--- config.mk ---
export PLATFORM = sky130hd
export DESIGN_NAME = cook_ctrl
export DESIGN_NICKNAME = d
export VERILOG_FILES = /design/src/rtl/cook_ctrl_pkg.sv /design/src/rtl/cook_ctrl_key_entry.sv /design/src/rtl/cook_ctrl.sv
export SDC_FILE = /design/constraint.sdc
export NUM_CORES = 1
export LEC_CHECK = 0
export ABC_AREA = 1
export BUFFER_PORTS_ARGS = -buffer_cell sky130_fd_sc_hd__buf_4
export CORE_ASPECT_RATIO = 0.75
export CORE_MARGIN = 2
export CORE_UTILIZATION = 44
export DETAILED_ROUTE_END_ITERATION = 8
export GPL_TIMING_DRIVEN = 0
export PLACE_DENSITY = 0.75
export SETUP_SLACK_MARGIN = 0.5
export SLEW_MARGIN = 30
export SYNTH_ARGS = -nofsm -noshare
export SYNTH_HDL_FRONTEND = slang
export SYNTH_SLANG_ARGS = --single-unit
--- constraint.sdc ---
create_clock -name clk -period 1.15 [get_ports clk]
set_clock_uncertainty 0.05 [all_clocks]
set_input_delay 0.23 -clock clk [delete_from_list [all_inputs] [get_ports clk]]
set_output_delay 0.23 -clock clk [all_outputs]
set_load 0.005 [all_outputs]
--- src/rtl/cook_ctrl_pkg.sv ---
// Shared definitions for the cooking timer controller: state encoding and
// the digit limits and DONE hold time that the controller enforces.
package cook_ctrl_pkg;

  typedef enum logic [2:0] {
    StIdle    = 3'd0,
    StEntry   = 3'd1,
    StRunning = 3'd2,
    StPaused  = 3'd3,
    StDone    = 3'd4
  } state_e;

  localparam int unsigned DIGIT_MAX    = 9;
  localparam int unsigned SEC_TENS_MAX = 5;
  localparam int unsigned DONE_TICKS   = 3;

  localparam int unsigned DigitW = 4;
  localparam int unsigned EntryW = 3 * DigitW;

  // A keypad code is a usable BCD digit only in the range 0..DIGIT_MAX.
  function automatic logic digit_valid(input logic [DigitW-1:0] d);
    return d <= DigitW'(DIGIT_MAX);
  endfunction

endpackage

--- src/rtl/cook_ctrl_key_entry.sv ---
// Three-digit {min, sec_tens, sec_ones} entry shift register. Accepted digits
// enter at sec_ones and push the older digits left, dropping the old minute.
module key_entry
  import cook_ctrl_pkg::*;
(
  input  logic              clk,
  input  logic              clrn,
  input  logic              key_valid,
  input  logic [DigitW-1:0] key_digit,
  input  logic              key_en,
  input  logic              entry_clr,
  output logic              key_accept,
  output logic [EntryW-1:0] entry
);

  logic [EntryW-1:0] entry_d, entry_q;

  assign key_accept = key_valid & key_en & digit_valid(key_digit);

  always_comb begin
    entry_d = entry_q;
    if (entry_clr) begin
      entry_d = '0;
    end else if (key_accept) begin
      entry_d = {entry_q[EntryW-DigitW-1:0], key_digit};
    end
  end

  always_ff @(posedge clk or negedge clrn) begin
    if (!clrn) begin
      entry_q <= '0;
    end else begin
      entry_q <= entry_d;
    end
  end

  assign entry = entry_q;

endmodule

--- src/rtl/cook_ctrl.sv ---
// Microwave cook controller: keypad entry, start/stop/pause sequencing of an
// external BCD down-counter, magnetron enable and a timed DONE indication.
module cook_ctrl
  import cook_ctrl_pkg::*;
(
  input  logic              clk,
  input  logic              clrn,
  input  logic              tick,
  input  logic              start,
  input  logic              stop,
  input  logic              clear,
  input  logic              door_closed,
  input  logic              key_valid,
  input  logic [DigitW-1:0] key_digit,
  input  logic              timer_zero,
  output logic [EntryW-1:0] load_data,
  output logic              timer_loadn,
  output logic              timer_clrn,
  output logic              timer_en,
  output logic              mag_on,
  output logic              done,
  output logic [2:0]        state
);

  state_e     state_d, state_q;
  logic [1:0] done_cnt_d, done_cnt_q;
  logic       timer_loadn_d, timer_loadn_q;
  logic       timer_clrn_d, timer_clrn_q;
  logic       mag_on_d, mag_on_q;

  logic              ev_clear, ev_door, ev_stop, ev_start;
  logic              key_en, key_accept, entry_clr, start_ok;
  logic [EntryW-1:0] entry;

  // Only the highest-priority event present in a cycle is visible to the FSM.
  assign ev_clear = clear;
  assign ev_door  = ~clear & ~door_closed;
  assign ev_stop  = ~clear & door_closed & stop;
  assign ev_start = ~clear & door_closed & ~stop & start;
  assign key_en   = ~clear & door_closed & ~stop & ~start &
                    ((state_q == StIdle) | (state_q == StEntry));

  assign start_ok = ev_start & (state_q == StEntry) & (entry != '0) &
                    (entry[2*DigitW-1:DigitW] <= DigitW'(SEC_TENS_MAX));

  key_entry u_key_entry (
    .clk        (clk),
    .clrn       (clrn),
    .key_valid  (key_valid),
    .key_digit  (key_digit),
    .key_en     (key_en),
    .entry_clr  (entry_clr),
    .key_accept (key_accept),
    .entry      (entry)
  );

  always_comb begin
    state_d       = state_q;
    done_cnt_d    = done_cnt_q;
    timer_loadn_d = 1'b1;
    entry_clr     = 1'b0;

    if (ev_clear) begin
      state_d   = StIdle;
      entry_clr = 1'b1;
    end else begin
      unique case (state_q)
        StIdle, StEntry: begin
          if (start_ok) begin
            state_d       = StRunning;
            timer_loadn_d = 1'b0;
          end else if (key_accept) begin
            state_d = StEntry;
          end
        end
        StRunning: begin
          if (ev_door | ev_stop) begin
            state_d = StPaused;
          end else if (timer_zero) begin
            state_d = StDone;
          end
        end
        StPaused: begin
          if (ev_stop) begin
            state_d   = StIdle;
            entry_clr = 1'b1;
          end else if (ev_start) begin
            // Resume from the count already held in the timer chain.
            state_d = StRunning;
          end
        end
        StDone: begin
          if (ev_door) begin
            state_d = StIdle;
          end else if (tick) begin
            if (done_cnt_q == 2'(DONE_TICKS - 1)) begin
              state_d = StIdle;
            end else begin
              done_cnt_d = done_cnt_q + 2'd1;
            end
          end
        end
        default: state_d = StIdle;
      endcase
    end

    if (state_d != StDone) begin
      done_cnt_d = '0;
    end
    timer_clrn_d = ~entry_clr;
    mag_on_d     = (state_d == StRunning);
  end

  always_ff @(posedge clk or negedge clrn) begin
    if (!clrn) begin
      state_q       <= StIdle;
      done_cnt_q    <= '0;
      timer_loadn_q <= 1'b1;
      timer_clrn_q  <= 1'b1;
      mag_on_q      <= 1'b0;
    end else begin
      state_q       <= state_d;
      done_cnt_q    <= done_cnt_d;
      timer_loadn_q <= timer_loadn_d;
      timer_clrn_q  <= timer_clrn_d;
      mag_on_q      <= mag_on_d;
    end
  end

  assign load_data   = entry;
  assign timer_loadn = timer_loadn_q;
  assign timer_clrn  = timer_clrn_q;
  assign mag_on      = mag_on_q;
  assign done        = (state_q == StDone);
  assign timer_en    = tick & (state_q == StRunning) & ~timer_zero;
  assign state       = state_q;

endmodule

==> flow_summary.json, run 1 <==
{
  "status": "complete, but fails checks",
  "violations": "setup timing",
  "synth_nets": 147,
  "crit_chain": "inv_2 -> nand3_4 -> inv_2 -> nand2_2 -> nor2_2 -> buf_4",
  "synth.area.top_cells": "dfrtp_1, nand2_1, nor2_1, dfstp_2, inv_1",
  "utilization": 0.784,
  "hpwl_um": 1800,
  "synth_commonest_cells": "nand2_1, dfrtp_1, nor2_1",
  "ff_latch_area_um2": 504,
  "fin_nets": 212,
  "sw_frac_of_total": 0.238,
  "netlist_instances": 133,
  "die_x_um": 59.5,
  "hp-class": "input pin to flop",
  "synth_seq_area_share": 0.496,
  "syn_avg_cell_area_um2": 7.63,
  "final_hold_viol_count": 0,
  "grt_pass1_wl_um": 4370,
  "viasPerCell": 5.04,
  "synth_area_um2": 1010,
  "arrival_ns": 1.22,
  "yosys.area.top_type": "dfrtp_1",
  "synth-edff-count": 0,
  "numCtsBuffers": 3,
  "maxCapViolCount": 0,
  "grt_usage": 0.222,
  "power.density_nw_per_um2": 723,
  "layoutNonFillerInstCount": 222,
  "die_h_um": 45.6,
  "relSlewSlack": 0.774,
  "cts_buffer_depth": 2,
  "insertion_delay_ns": 0.31,
  "grt_setup_unrepaired": "true",
  "drtIter0Drc": 27,
  "crit_family": "flip-flops",
  "synth_cell_types": 22,
  "nFillCells": 142,
  "port_buffers": 32,
  "worst_pin_slew_ns": 0.335,
  "yosys_warnings": 0,
  "cts.reportedPaths.clkPinSlew_ns": 0.11,
  "htreeDepth": 1,
  "fin_tns_setup_ns": -5.98,
  "p_switching_mw": 0.301,
  "diodes": 0,
  "cp_common_cell": "inv_2",
  "cts_num_sinks": 20,
  "seq_power_share": 0.563,
  "dr.pass1.iters": 4,
  "drc_errors": 0,
  "via_count": 1118,
  "clockPowerShare": 0.326,
  "cp_num_buf_inv": 3,
  "ant_nets": 0,
  "drt-total-wl_um": 3240,
  "globalplace.congestion": 0.840,
  "synth_top_area_share": 0.444,
  "crit_path_start_kind": "flop",
  "p_int_mw": 0.964,
  "worstSetupPathType": "flop to primary output",
  "pin_count": 33,
  "antenna_found_initial": 0,
  "leakage_nw": 0.946,
  "core_um2": 2230,
  "die_area_um2": 2710,
  "clock-root-buffer": "clkbuf_4",
  "synth_ff_type": "dfrtp_1",
  "multi_input_area_um2": 546,
  "pwr-share-comb": 0.110,
  "stdcell_area_um2": 1750,
  "grt-ovfl-total": 0,
  "placed_cell_area_um2": 1290,
  "final.min_clock_period_ns": 1.50,
  "setup_viol": 31,
  "post_drt_wl_per_cell_um": 14.6,
  "syn_to_final_growth_pct": 72.5,
  "max_stage_delay_ns": 0.41,
  "final_layout_size_suffix_gt1_frac": 0.528,
  "timing.final.crit_share": 1.30,
  "critPathSlowestCell": "dfrtp_1",
  "maxSlewViolCount": 0,
  "cts_tree": "built",
  "crit_required_ns": 0.87,
  "grt_pass1_vias": 1013,
  "place_inst": 190,
  "hold_ws_ns": 0.0612,
  "vdd_drop_max_mv": 0.624,
  "synth-seq-cells": 20,
  "critPathMaxFanout": 2,
  "synth_most_common_cell": "nand2_1",
  "rows": 15,
  "grt_max_degree": 21,
  "fmax_ghz": 0.667,
  "worstSetupEndpointType": "primary output",
  "async_flop_share": 1.00,
  "final.setup.worst_slack_ns": -0.348,
  "initial_core_util": 0.454
}
[stage by stage]
| step | worst slack, ns | total power, mW |
|---|---|---|
| after floorplan | -0.0315 | 0.761 |
| after global placement | -0.154 | 0.827 |
| after detailed placement | -0.185 | 0.829 |
| after CTS | -0.284 | 1.25 |
| after global routing | -0.404 | 1.31 |
| final | -0.348 | 1.27 |
[power groups by stage]
stage | registers, mW | clock network, mW | logic [mW]
floorplan | 0.725 | 0 | 0.0361
global placement | 0.725 | 0 | 0.102
detailed placement | 0.725 | 0 | 0.104
CTS | 0.712 | 0.415 | 0.120
global route | 0.713 | 0.446 | 0.150
finish | 0.713 | 0.413 | 0.140
[cells by family after synthesis]
family | after synthesis | share of synthesized area
XOR/XNOR | 1 | 0.00863
AND/OR/NAND/NOR | 76 | 0.321
flip-flops | 20 | 0.496
AO/OA/AOI/OAI | 14 | 0.0764
adder cells (fa/ha/maj) | 1 | 0.0123
buffers and inverters | 21 | 0.0863
[layout by cell type, fill, tap and decap left out, types with 2 or more instances in the layout]
master and n:
o21ai_1 5, dfstp_2 2, nor2_2 3, nand3_2 5, buf_6 18, nand2_1 33, dfrtp_1 17, clkbuf_4 3
a21oi_2 2, inv_1 11, buf_4 40, nand3_1 3, nor2_4 4, nand3_4 2, nor2_1 12, o21ai_0 5
inv_2 7, nand2_2 8, inv_4 2, nand2_4 2
[final cells by class]
class / count / share of cell area
repair buffers: 60 / 0.307
plain buffers: 1 / 0.00858
well taps: 25 / 0.0179
multi-input cells: 92 / 0.312
flip-flops and latches: 20 / 0.288
clock buffers: 4 / 0.0207
inverters: 20 / 0.0457
[layer usage]
layer	track usage	part of all wire	up-vias
met5	0	0	-
met4	0.0727	0.016	0
met3	0.0568	0.036	8
met2	0.360	0.50	31
met1	0.293	0.45	534
li1	-	-	545
[flip-flops by register name, indices dropped and copies added, names as in the netlist]
name and flops:
u_key_entry.entry 12, mag_on 1, timer_loadn 1, done_cnt_q 2
state 3, timer_clrn 1
[final timing paths]
kind | startpoint | to | slack [ns] | depth (start not counted)
max | state[2]$_DFF_PN0_ | timer_en | -0.35 | 6
min in group asynchronous | clrn | u_key_entry.entry[10]$_DFFE_PN0P_ | 0.26 | 2
min reg2reg | u_key_entry.entry[2]$_DFFE_PN0P_ | u_key_entry.entry[2]$_DFFE_PN0P_ | 0.52 | 2
max in group asynchronous | clrn | timer_loadn$_DFF_PN1_ | 0.55 | 2
max reg2reg | state[1]$_DFF_PN0_ | mag_on$_DFF_PN0_ | -0.31 | 9
min | clear | state[0]$_DFF_PN0_ | 0.06 | 2
[what timing repair did]
action	4_1_cts	5_1_grt
cloned	0	1
endpoints found under the setup margin	40	42
setup buffers	18	8
hold buffers	1	0
gates resized for setup	32	25
endpoints found under the hold margin	20	0
pin swaps	4	18
Power figures use the tool's default switching activity.
==> inputs of run 2 (changes only) <==
Settings changed: TNS_END_PERCENT set to 10.
==> run 2 against run 1 <==
Compared with the run above:
- the run ends with hold timing, setup timing left
- count of clock-buffer cells in the layout did not move
- first-iteration DRC count increased by 3.7%
- cell count shrank 9.5%
- total power is 2.6% lower
==> flow_summary.json, run 2 (synthesized netlist as in run 1, its figures left out) <==
{
  "status": "complete, but fails checks",
  "violations": "hold timing, setup timing",
  "layout_common_cells": "nand2_1, buf_4, buf_6, dfrtp_1, nor2_1",
  "hp-class": "input pin to async pin",
  "antenna_found_initial": 0,
  "rows": 15,
  "drt-total-wl_um": 2640,
  "grt_pass1_wl_um": 4000,
  "final_common_cell": "nand2_1",
  "grt_setup_unrepaired": "true",
  "cts.reportedPaths.clkPinSlew_ns": 0.11,
  "timing.final.crit_share": 1.28,
  "p_switching_mw": 0.276,
  "worst_pin_slew_ns": 0.300,
  "htreeDepth": 1,
  "clock-root-buffer": "clkbuf_4",
  "final_layout_size_suffix_gt1_frac": 0.426,
  "diodes": 0,
  "globalplace.congestion": 0.850,
  "stdcell_area_um2": 1500,
  "hpwl_um": 1770,
  "largest_register_ffs": 12,
  "crit_required_ns": 0.87,
  "final.setup.worst_slack_ns": -0.323,
  "via_count": 1003,
  "power.density_nw_per_um2": 821,
  "port_buffers": 32,
  "numCtsBuffers": 3,
  "worstSetupEndpointType": "primary output",
  "initial_core_util": 0.454,
  "place_inst": 190,
  "vdd_drop_max_mv": 0.874,
  "die_h_um": 45.6,
  "seq_power_share": 0.578,
  "core_um2": 2230,
  "clockPowerShare": 0.323,
  "grt_pass1_vias": 900,
  "final.min_clock_period_ns": 1.47,
  "leakage_nw": 0.781,
  "grt_usage": 0.205,
  "sw_frac_of_total": 0.224,
  "pin_count": 33,
  "p_int_mw": 0.956,
  "worstSetupPathType": "flop to primary output",
  "regMostFlops": "u_key_entry.entry",
  "fin_nets": 191,
  "ant_nets": 0,
  "critPathMaxFanout": 4,
  "insertion_delay_ns": 0.30,
  "setup_viol": 28,
  "grt_max_degree": 21,
  "final_hold_viol_count": 20,
  "maxCapViolCount": 0,
  "die_x_um": 59.5,
  "drtIter0Drc": 28,
  "maxSlewViolCount": 0,
  "fmax_ghz": 0.679,
  "cts_buffer_depth": 2,
  "grt-ovfl-total": 0,
  "layoutNonFillerInstCount": 201,
  "drc_errors": 0,
  "arrival_ns": 1.19,
  "die_area_um2": 2710,
  "dr.pass1.iters": 4,
  "cts_num_sinks": 20,
  "relSlewSlack": 0.798,
  "placed_cell_area_um2": 1290,
  "cts_tree": "built",
  "crit_path_start_kind": "flop",
  "syn_to_final_growth_pct": 48.0,
  "post_drt_wl_per_cell_um": 13.1,
  "pwr-share-comb": 0.099,
  "hold_ws_ns": -0.269,
  "viasPerCell": 4.99
}
run 2: changes by cell type in the layout (fill, tap and decap cells not counted), moves of 3 or more:
| cell | change |
|---|---|
| nand3_1 | +5 |
| buf_4 | -17 |
| nand2_1 | +3 |
| nand3_2 | -4 |
run 2: repair_timing:
action / CTS / global route
buffers inserted: 5 / 1
endpoints found under the setup margin: 40 / 40
gates cloned: 1 / 0
resized for setup: 21 / 20
hold endpoints to repair: 20 / 18
pin swaps: 4 / 5
run 2: power groups by stage:
stage	Clock [mW]	Combinational [mW]	Sequential [mW]
2_1_floorplan	0	0.0358	0.725
3_3_place_gp	0	0.103	0.725
3_5_place_dp	0	0.105	0.725
4_1_cts	0.407	0.114	0.712
5_1_grt	0.440	0.133	0.713
6_report	0.398	0.122	0.713
run 2: cell type report:
cell class | count | area, um2
Inverter | 20 | 82.6
Multi-Input combinational cell | 92 | 480
Clock buffer | 4 | 36.3
Fill cell | 180 | 732
Buffer | 1 | 11.3
Tap cell | 25 | 31.3
Sequential cell | 20 | 507
Timing Repair Buffer | 39 | 353
run 2: worst paths after layout:
check,slack [ns],cells past startpoint,start,to
worst max-delay path,-0.32,4,state[2]$_DFF_PN0_,done
worst min-delay path,-0.27,1,clrn,u_key_entry.entry[9]$_DFFE_PN0P_
worst max register to register,-0.28,8,state[0]$_DFF_PN0_,u_key_entry.entry[5]$_DFFE_PN0P_
worst min register to register,0.50,2,u_key_entry.entry[11]$_DFFE_PN0P_,u_key_entry.entry[11]$_DFFE_PN0P_
max in group asynchronous,1.06,1,clrn,timer_clrn$_DFF_PN1_
min in group clk,0.06,2,clear,state[0]$_DFF_PN0_
run 2: worst max-delay path, cell delays in order, from the launching register on:
cell and delay (ns):
dfrtp_1 0.42, buf_4 0.17, nand3_1 0.13, inv_1 0.06
buf_4 0.13
run 2: stage by stage:
stage               worst slack, ns   util  setup TNS, ns  total power, mW
floorplan                   -0.0319      -         -0.243            0.761
global placement             -0.182  0.576          -2.43            0.827
detailed placement           -0.187  0.576          -2.58            0.830
CTS                          -0.315  0.641          -4.66             1.23
global route                 -0.428  0.672          -7.22             1.29
finish                       -0.323  0.672          -5.15             1.23
run 2: layer usage:
layer / part of all wire / track usage
met1: 0.44 / 0.259
met2: 0.52 / 0.356
met3: 0.038 / 0.0568
met4: 0.0061 / 0.0364
met5: 0 / 0
